[src/rtl/traffic_pkg.sv]
// Shared definitions for the emergency preemption arbiter.
// Holds the controller state encoding, the signal axis constants and the
// approach index constants, plus a small one-hot helper.
package traffic_pkg;

  typedef enum logic [1:0] {
    ST_IDLE    = 2'd0,
    ST_REQUEST = 2'd1,
    ST_HOLD    = 2'd2,
    ST_CLEAR   = 2'd3
  } preempt_state_t;

  localparam logic AXIS_13 = 1'b0;
  localparam logic AXIS_24 = 1'b1;

  localparam logic [1:0] APP_S1 = 2'd0;
  localparam logic [1:0] APP_S2 = 2'd1;
  localparam logic [1:0] APP_S3 = 2'd2;
  localparam logic [1:0] APP_S4 = 2'd3;

  function automatic logic [3:0] onehot4(input logic [1:0] idx);
    return 4'b0001 << idx;
  endfunction

endpackage

[src/rtl/preempt_rr_picker.sv]
// Combinational round-robin picker over four emergency approaches.
// Ports:
//   cand  [3:0] in  : candidate approaches
//   ptr   [1:0] in  : first index to consider, wraps 3 -> 0
//   found       out : any candidate present
//   idx   [1:0] out : selected approach index (0 when none found)
module preempt_rr_picker
  import traffic_pkg::*;
(
  input  logic [3:0] cand,
  input  logic [1:0] ptr,
  output logic       found,
  output logic [1:0] idx
);

  always_comb begin
    logic [1:0] probe;
    found = 1'b0;
    idx   = APP_S1;
    for (int k = 0; k < 4; k++) begin
      probe = ptr + 2'(k);
      if (!found && cand[probe]) begin
        found = 1'b1;
        idx   = probe;
      end
    end
  end

endmodule

[src/rtl/emergency_preempt_arbiter.sv]
// Emergency vehicle preemption arbiter for a four-approach intersection.
// Latches emergency requests, grants one approach at a time in round-robin
// order, asks the signal controller for the matching axis, holds the green
// for a bounded time, then runs a clearance interval before the next grant.
// Ports:
//   clk, rst            : system clock, async active-high reset
//   tick                : time-base strobe; all timers advance only on it
//   emg_req   [3:0]     : level emergency requests, bit i = approach S(i+1)
//   ctrl_ack            : controller confirms the requested axis is green
//   preempt_valid       : preemption request to the controller
//   preempt_axis        : 0 = S1/S3, 1 = S2/S4
//   grant     [3:0]     : one-hot granted approach
//   beacon    [3:0]     : confirmation light of the granted approach in HOLD
//   busy                : REQUEST, HOLD or CLEAR
//   timeout_err         : sticky ack-timeout flag, cleared by ctrl_ack
//
// state   | meaning
// IDLE    | no preemption; arbitrates pending requests
// REQUEST | preemption asked, waiting for ctrl_ack or timeout
// HOLD    | preemption green active, beacon on
// CLEAR   | clearance interval, no new grant
module emergency_preempt_arbiter
  import traffic_pkg::*;
#(
  parameter int unsigned HOLD_MIN    = 5,
  parameter int unsigned HOLD_MAX    = 20,
  parameter int unsigned CLEAR_TICKS = 3,
  parameter int unsigned ACK_TIMEOUT = 4
) (
  input  logic       clk,
  input  logic       rst,
  input  logic       tick,
  input  logic [3:0] emg_req,
  input  logic       ctrl_ack,
  output logic       preempt_valid,
  output logic       preempt_axis,
  output logic [3:0] grant,
  output logic [3:0] beacon,
  output logic       busy,
  output logic       timeout_err
);

  localparam logic [7:0] HOLD_MIN_T = 8'(HOLD_MIN);
  localparam logic [7:0] HOLD_MAX_T = 8'(HOLD_MAX);
  localparam logic [7:0] CLEAR_T    = 8'(CLEAR_TICKS);
  localparam logic [7:0] ACK_T      = 8'(ACK_TIMEOUT);

  preempt_state_t state, state_n;
  logic [7:0] timer, timer_n, timer_inc;
  logic [1:0] ptr, ptr_n;
  logic [1:0] gidx, gidx_n;
  logic [3:0] pending, pending_n;
  logic [3:0] lockout, lockout_n;
  logic [3:0] cand, clr_mask, lock_set;
  logic       pick_found;
  logic [1:0] pick_idx;

  logic       valid_n, axis_n, busy_n, err_n;
  logic [3:0] grant_n, beacon_n;

  // Locked-out approaches still count if already pending from before lockout.
  assign cand = pending | (emg_req & ~lockout);

  preempt_rr_picker u_picker (
    .cand  (cand),
    .ptr   (ptr),
    .found (pick_found),
    .idx   (pick_idx)
  );

  always_comb begin
    state_n   = state;
    gidx_n    = gidx;
    ptr_n     = ptr;
    clr_mask  = 4'b0000;
    lock_set  = 4'b0000;
    err_n     = ctrl_ack ? 1'b0 : timeout_err;
    timer_inc = (timer == 8'hFF) ? timer : timer + 8'd1;

    // Interval limits are checked against the count this tick would reach,
    // so a parameter value of N ends the interval on its Nth tick.
    case (state)
      ST_IDLE: begin
        if (pick_found) begin
          state_n = ST_REQUEST;
          gidx_n  = pick_idx;
          ptr_n   = pick_idx + 2'd1;
        end
      end
      ST_REQUEST: begin
        if (ctrl_ack) begin
          state_n = ST_HOLD;
        end else if (tick && timer_inc >= ACK_T) begin
          state_n  = ST_IDLE;
          err_n    = 1'b1;
          clr_mask = onehot4(gidx);
        end
      end
      ST_HOLD: begin
        if (tick) begin
          if (timer_inc >= HOLD_MAX_T) begin
            state_n  = ST_CLEAR;
            clr_mask = onehot4(gidx);
            if (emg_req[gidx]) lock_set = onehot4(gidx);
          end else if (timer_inc >= HOLD_MIN_T && !emg_req[gidx]) begin
            state_n  = ST_CLEAR;
            clr_mask = onehot4(gidx);
          end
        end
      end
      ST_CLEAR: begin
        if (tick && timer_inc >= CLEAR_T) state_n = ST_IDLE;
      end
      default: state_n = ST_IDLE;
    endcase

    if (state_n != state) timer_n = 8'd0;
    else if (tick)        timer_n = timer_inc;
    else                  timer_n = timer;

    pending_n = cand & ~clr_mask;
    lockout_n = (lockout & emg_req) | lock_set;

    valid_n  = (state_n == ST_REQUEST) || (state_n == ST_HOLD);
    axis_n   = valid_n ? (gidx_n[0] ? AXIS_24 : AXIS_13) : AXIS_13;
    grant_n  = valid_n ? onehot4(gidx_n) : 4'b0000;
    beacon_n = (state_n == ST_HOLD) ? onehot4(gidx_n) : 4'b0000;
    busy_n   = (state_n != ST_IDLE);
  end

  always_ff @(posedge clk or posedge rst) begin
    if (rst) begin
      state         <= ST_IDLE;
      timer         <= 8'd0;
      ptr           <= 2'd0;
      gidx          <= 2'd0;
      pending       <= 4'b0000;
      lockout       <= 4'b0000;
      preempt_valid <= 1'b0;
      preempt_axis  <= 1'b0;
      grant         <= 4'b0000;
      beacon        <= 4'b0000;
      busy          <= 1'b0;
      timeout_err   <= 1'b0;
    end else begin
      state         <= state_n;
      timer         <= timer_n;
      ptr           <= ptr_n;
      gidx          <= gidx_n;
      pending       <= pending_n;
      lockout       <= lockout_n;
      preempt_valid <= valid_n;
      preempt_axis  <= axis_n;
      grant         <= grant_n;
      beacon        <= beacon_n;
      busy          <= busy_n;
      timeout_err   <= err_n;
    end
  end

endmodule

[config.mk]
export PLATFORM = sky130hd
export DESIGN_NAME = emergency_preempt_arbiter
export DESIGN_NICKNAME = d
export VERILOG_FILES = /design/src/rtl/traffic_pkg.sv /design/src/rtl/preempt_rr_picker.sv /design/src/rtl/emergency_preempt_arbiter.sv
export SDC_FILE = /design/constraint.sdc
export NUM_CORES = 1
export LEC_CHECK = 0
export ABC_AREA = 1
export CORE_MARGIN = 10
export CORE_UTILIZATION = 57
export DETAILED_ROUTE_END_ITERATION = 6
export DONT_BUFFER_PORTS = 1
export PLACE_DENSITY_LB_ADDON = 0.1
export SYNTH_ARGS = -nofsm -noshare
export SYNTH_HDL_FRONTEND = slang
export SYNTH_SLANG_ARGS = --single-unit
[constraint.sdc]
create_clock -name clk -period 2.2 [get_ports clk]
set_input_delay 0.22 -clock clk [delete_from_list [all_inputs] [get_ports clk]]
set_output_delay 0.22 -clock clk [all_outputs]
set_load 0.05 [all_outputs]
==> results of run 1 <==
-- layout make-up --
| class | count | area [um2] |
|---|---|---|
| clock buffer | 7 | 86.3 |
| clock inverter | 1 | 5.00 |
| fill | 263 | 903 |
| inverter | 45 | 176 |
| multi-input combinational | 207 | 1320 |
| sequential | 34 | 851 |
| tap | 48 | 60.1 |
| timing repair buffer | 31 | 259 |
-- state kept, by name (all words and copies together), names as in the netlist --
name,flops
beacon,4
busy,1
gidx,2
grant,4
lockout,4
pending,4
preempt_axis,1
preempt_valid,1
ptr,2
state,2
timeout_err,1
timer,8
-- timing repair --
item,4_1_cts,5_1_grt
hold buffers,1,0
setup buffers,1,5
pin swaps,12,10
hold endpoints to repair,34,0
endpoints found under the setup margin,17,23
resized for setup,16,29
gates cloned,1,0
-- layer usage --
| layer | up-vias | global-route usage [%] | share of wire [%] |
|---|---|---|---|
| li1 | 988 | - | - |
| met1 | 935 | 20.0 | 41 |
| met2 | 58 | 27.2 | 49 |
| met3 | 15 | 6.66 | 8.4 |
| met4 | 0 | 5.10 | 2.0 |
| met5 | - | 0 | 0 |
-- stage by stage --
stage               setup TNS, ns  hold WS (ns)
floorplan                 -0.0550         0.335
finish                      -1.89        0.0459
detailed placement          -1.40         0.235
global route                -4.49        0.0476
global placement           -0.263         0.233
CTS                         -1.47        0.0452
-- critical path: cells and delay by family (launching register included) --
kind	cells	cell delay (ns)
flip-flops	1	0.42
buffers and inverters	3	0.20
adder cells (fa/ha/maj)	2	0.44
AO/OA/AOI/OAI	1	0.15
AND/OR/NAND/NOR	12	1.08
-- path summary, 6_finish.rpt --
| path | endpoint | slack (ns) |
|---|---|---|
| max in group asynchronous | grant[0] | 1.41 |
| setup reg to reg | grant[2] | -0.16 |
| hold reg to reg | lockout[2] | 0.50 |
| setup / recovery | grant[2] | -0.16 |
| min in group asynchronous | lockout[2] | 0.46 |
| hold / removal | lockout[0] | 0.05 |
-- cells in the mapped netlist (2+ instances only) --
library cell  instances
nor2_1               25
inv_1                40
a41oi_1               3
o21bai_1              3
o21ai_0              13
nor2_2               14
nor3_1                5
inv_2                 5
nand4_1               5
nand2_2               5
dfrtp_1              34
o22ai_1               3
nand3_1              18
nand2_1              74
nand3_2               2
ha_1                  8
a21oi_1               8
nand2_4               4
nor2_4                7
o21ai_1               4
-- logic make-up (layout without fill, tap and decap cells) --
kind of cell,count (synthesis),in the layout,synth area share [%]
and+or+nand+nor,160,161,36.9
buffers and inverters,47,84,8.34
AOI/OAI and AO/OA,36,36,9.55
DFF,34,34,39.4
adders and majority gates,8,8,4.63
xor gates and xnor gates,2,2,1.16
-- layout by cell type, fill, tap and decap left out, types with 4 or more instances in the layout --
master,count
o21ai_0,13
dfrtp_1,34
a21oi_1,6
nor2_2,15
nand2_4,7
nand2_2,15
nand3_2,9
buf_4,26
inv_2,5
nand4_1,5
nand3_1,10
nand2_1,62
ha_1,5
nor2_1,19
clkbuf_8,6
nor3_1,4
nor2_4,12
inv_1,37
-- power by group --
part / leakage, nW / total [mW] / switching [mW] / internal, mW
clock network: 0.0482 / 0.476 / 0.224 / 0.252
registers: 0.429 / 1.25 / 0.428 / 0.825
logic: 0.910 / 2.83 / 1.67 / 1.16
==> flow_metrics.env, run 1 <==
export IMPL_area_growth_pct=27.6
export IMPL_initial_core_util_pct=59.0
export IMPL_dp_cells=357
export IMPL_cts_root_buf="clkbuf_8"
export IMPL_drt_iter0_drc=115
export IMPL_p_leak_nw=1.39
export IMPL_path_class="reg -> reg"
export IMPL_post_route_drc_count=0
export IMPL_globalplace_congestion=0.889
export IMPL_cts_clk_slew_worst_paths_ns=0.07
export IMPL_hpwl_um=3670
export IMPL_wl_per_cell_um=14.3
export IMPL_drv_cap=0
export IMPL_cpMaxStageDelayCell="dfrtp_1"
export IMPL_syn_area_um2=2160
export IMPL_first_pass_iters=4
export IMPL_power_mw=4.56
export IMPL_synth_distinct_cells=27
export IMPL_grt_pass1_wl_um=8740
export IMPL_ys_seq_area_share_pct=39.4
export IMPL_cts_buffers=5
export IMPL_io_buffer_count=0
export IMPL_final_util_pct=75.3
export IMPL_rows=22
export IMPL_status="finished with violations"
export IMPL_synth_edff_count=0
export IMPL_drive_gt1_share_pct=35.4
export IMPL_rsz0062_at_grt="yes"
export IMPL_worst_pin_slew_ns=0.501
export IMPL_critPathCaptureType="flop"
export IMPL_drt_total_wl_um=5340
export IMPL_startpoint="timer[1]"
export IMPL_period_minus_slack_ns=2.36
export IMPL_ant_nets=0
export IMPL_power_density_nw_per_um2=1650
export IMPL_grt_max_degree=35
export IMPL_ys_seq_elements=34
export IMPL_worst_ep_required_time_ns=2.42
export IMPL_peakVddDrop_v=0.00141
export IMPL_finalHoldViolations=0
export IMPL_grt_pass1_vias=1952
export IMPL_hold_depth=2
export IMPL_fin_crit_sh_pct=107
export IMPL_cp_common_cell="nand2_2"
export IMPL_skew_ns=0.00631
export IMPL_syn_nets=303
export IMPL_crit_chain="ha_4 -> nand2_4 -> nor2_4 -> nand2_4 -> nand2_2 -> nand2_2 -> nand3_2 -> nand2_2 -> nand2_2 -> nand3_2 -> a21oi_2 -> nand2_2 -> nand2_4 -> inv_4 -> ha_4 -> inv_4 -> buf_12 -> nor2_1"
export IMPL_insertion_delay_ns=0.29
export IMPL_via_per_inst=5.35
export IMPL_avgSynthCellArea_um2=7.53
export IMPL_core_region_area_um2=3660
export IMPL_hold_class="in -> reg"
export IMPL_worstSetupStartpointType="flop"
export IMPL_synth_top_area_cell="dfrtp_1"
export IMPL_io_pins=20
export IMPL_antenna_found_initial=0
export IMPL_r2r_start="timer[1]"
export IMPL_synthArstFlopShare_pct=100
export IMPL_hold_start="emg_req[0]"
export IMPL_htreeDepth=2
export IMPL_timing_final_ws_setup_ns=-0.157
export IMPL_nets=340
export IMPL_violations="setup timing"
export IMPL_stdcell_count=373
export IMPL_grtUsageTotal_pct=16.7
export IMPL_clockBufferDepth=2
export IMPL_worstPathArrival_ns=2.58
export IMPL_dieArea_um2=6650
export IMPL_grt_overflow_total=0
export IMPL_syn_inst=287
export IMPL_synth_top_area_share_pct=39.4
export IMPL_die_y_um=81.6
export IMPL_cts_sinks=34
export IMPL_preCtsSetupSlack_ns=-0.173
export IMPL_place_area_um2=2430
export IMPL_vias=1996
export IMPL_r2r_cells=18
export IMPL_yosys_warnings=0
export IMPL_synth_flop_cell="dfrtp_1"
export IMPL_relSlewSlack_pct=66.6
export IMPL_cp_max_fo=5
export IMPL_slowest_delay_ns=0.42
export IMPL_stdcell_area_um2=2760
export IMPL_setup_violations=17
export IMPL_max_freq_mhz=424
export IMPL_cts_tree="done"
export IMPL_drv_slew=0
export IMPL_antenna_diode_count=0
export IMPL_synth_area_leaders="dfrtp_1, nand2_1, inv_1"
export IMPL_die_w_um=81.6
No activity file was read; power rests on OpenSTA's default activity.
==> run 2: changes to the inputs <==
--- a/config.mk
+++ b/config.mk
@@ -6,6 +6,7 @@
 export NUM_CORES = 1
 export LEC_CHECK = 0
 export ABC_AREA = 1
+export CAP_MARGIN = 20
 export CORE_MARGIN = 10
 export CORE_UTILIZATION = 57
 export DETAILED_ROUTE_END_ITERATION = 6
==> results of run 2 <==
The final DEF is identical to that of run 1; final timing and power are the same.
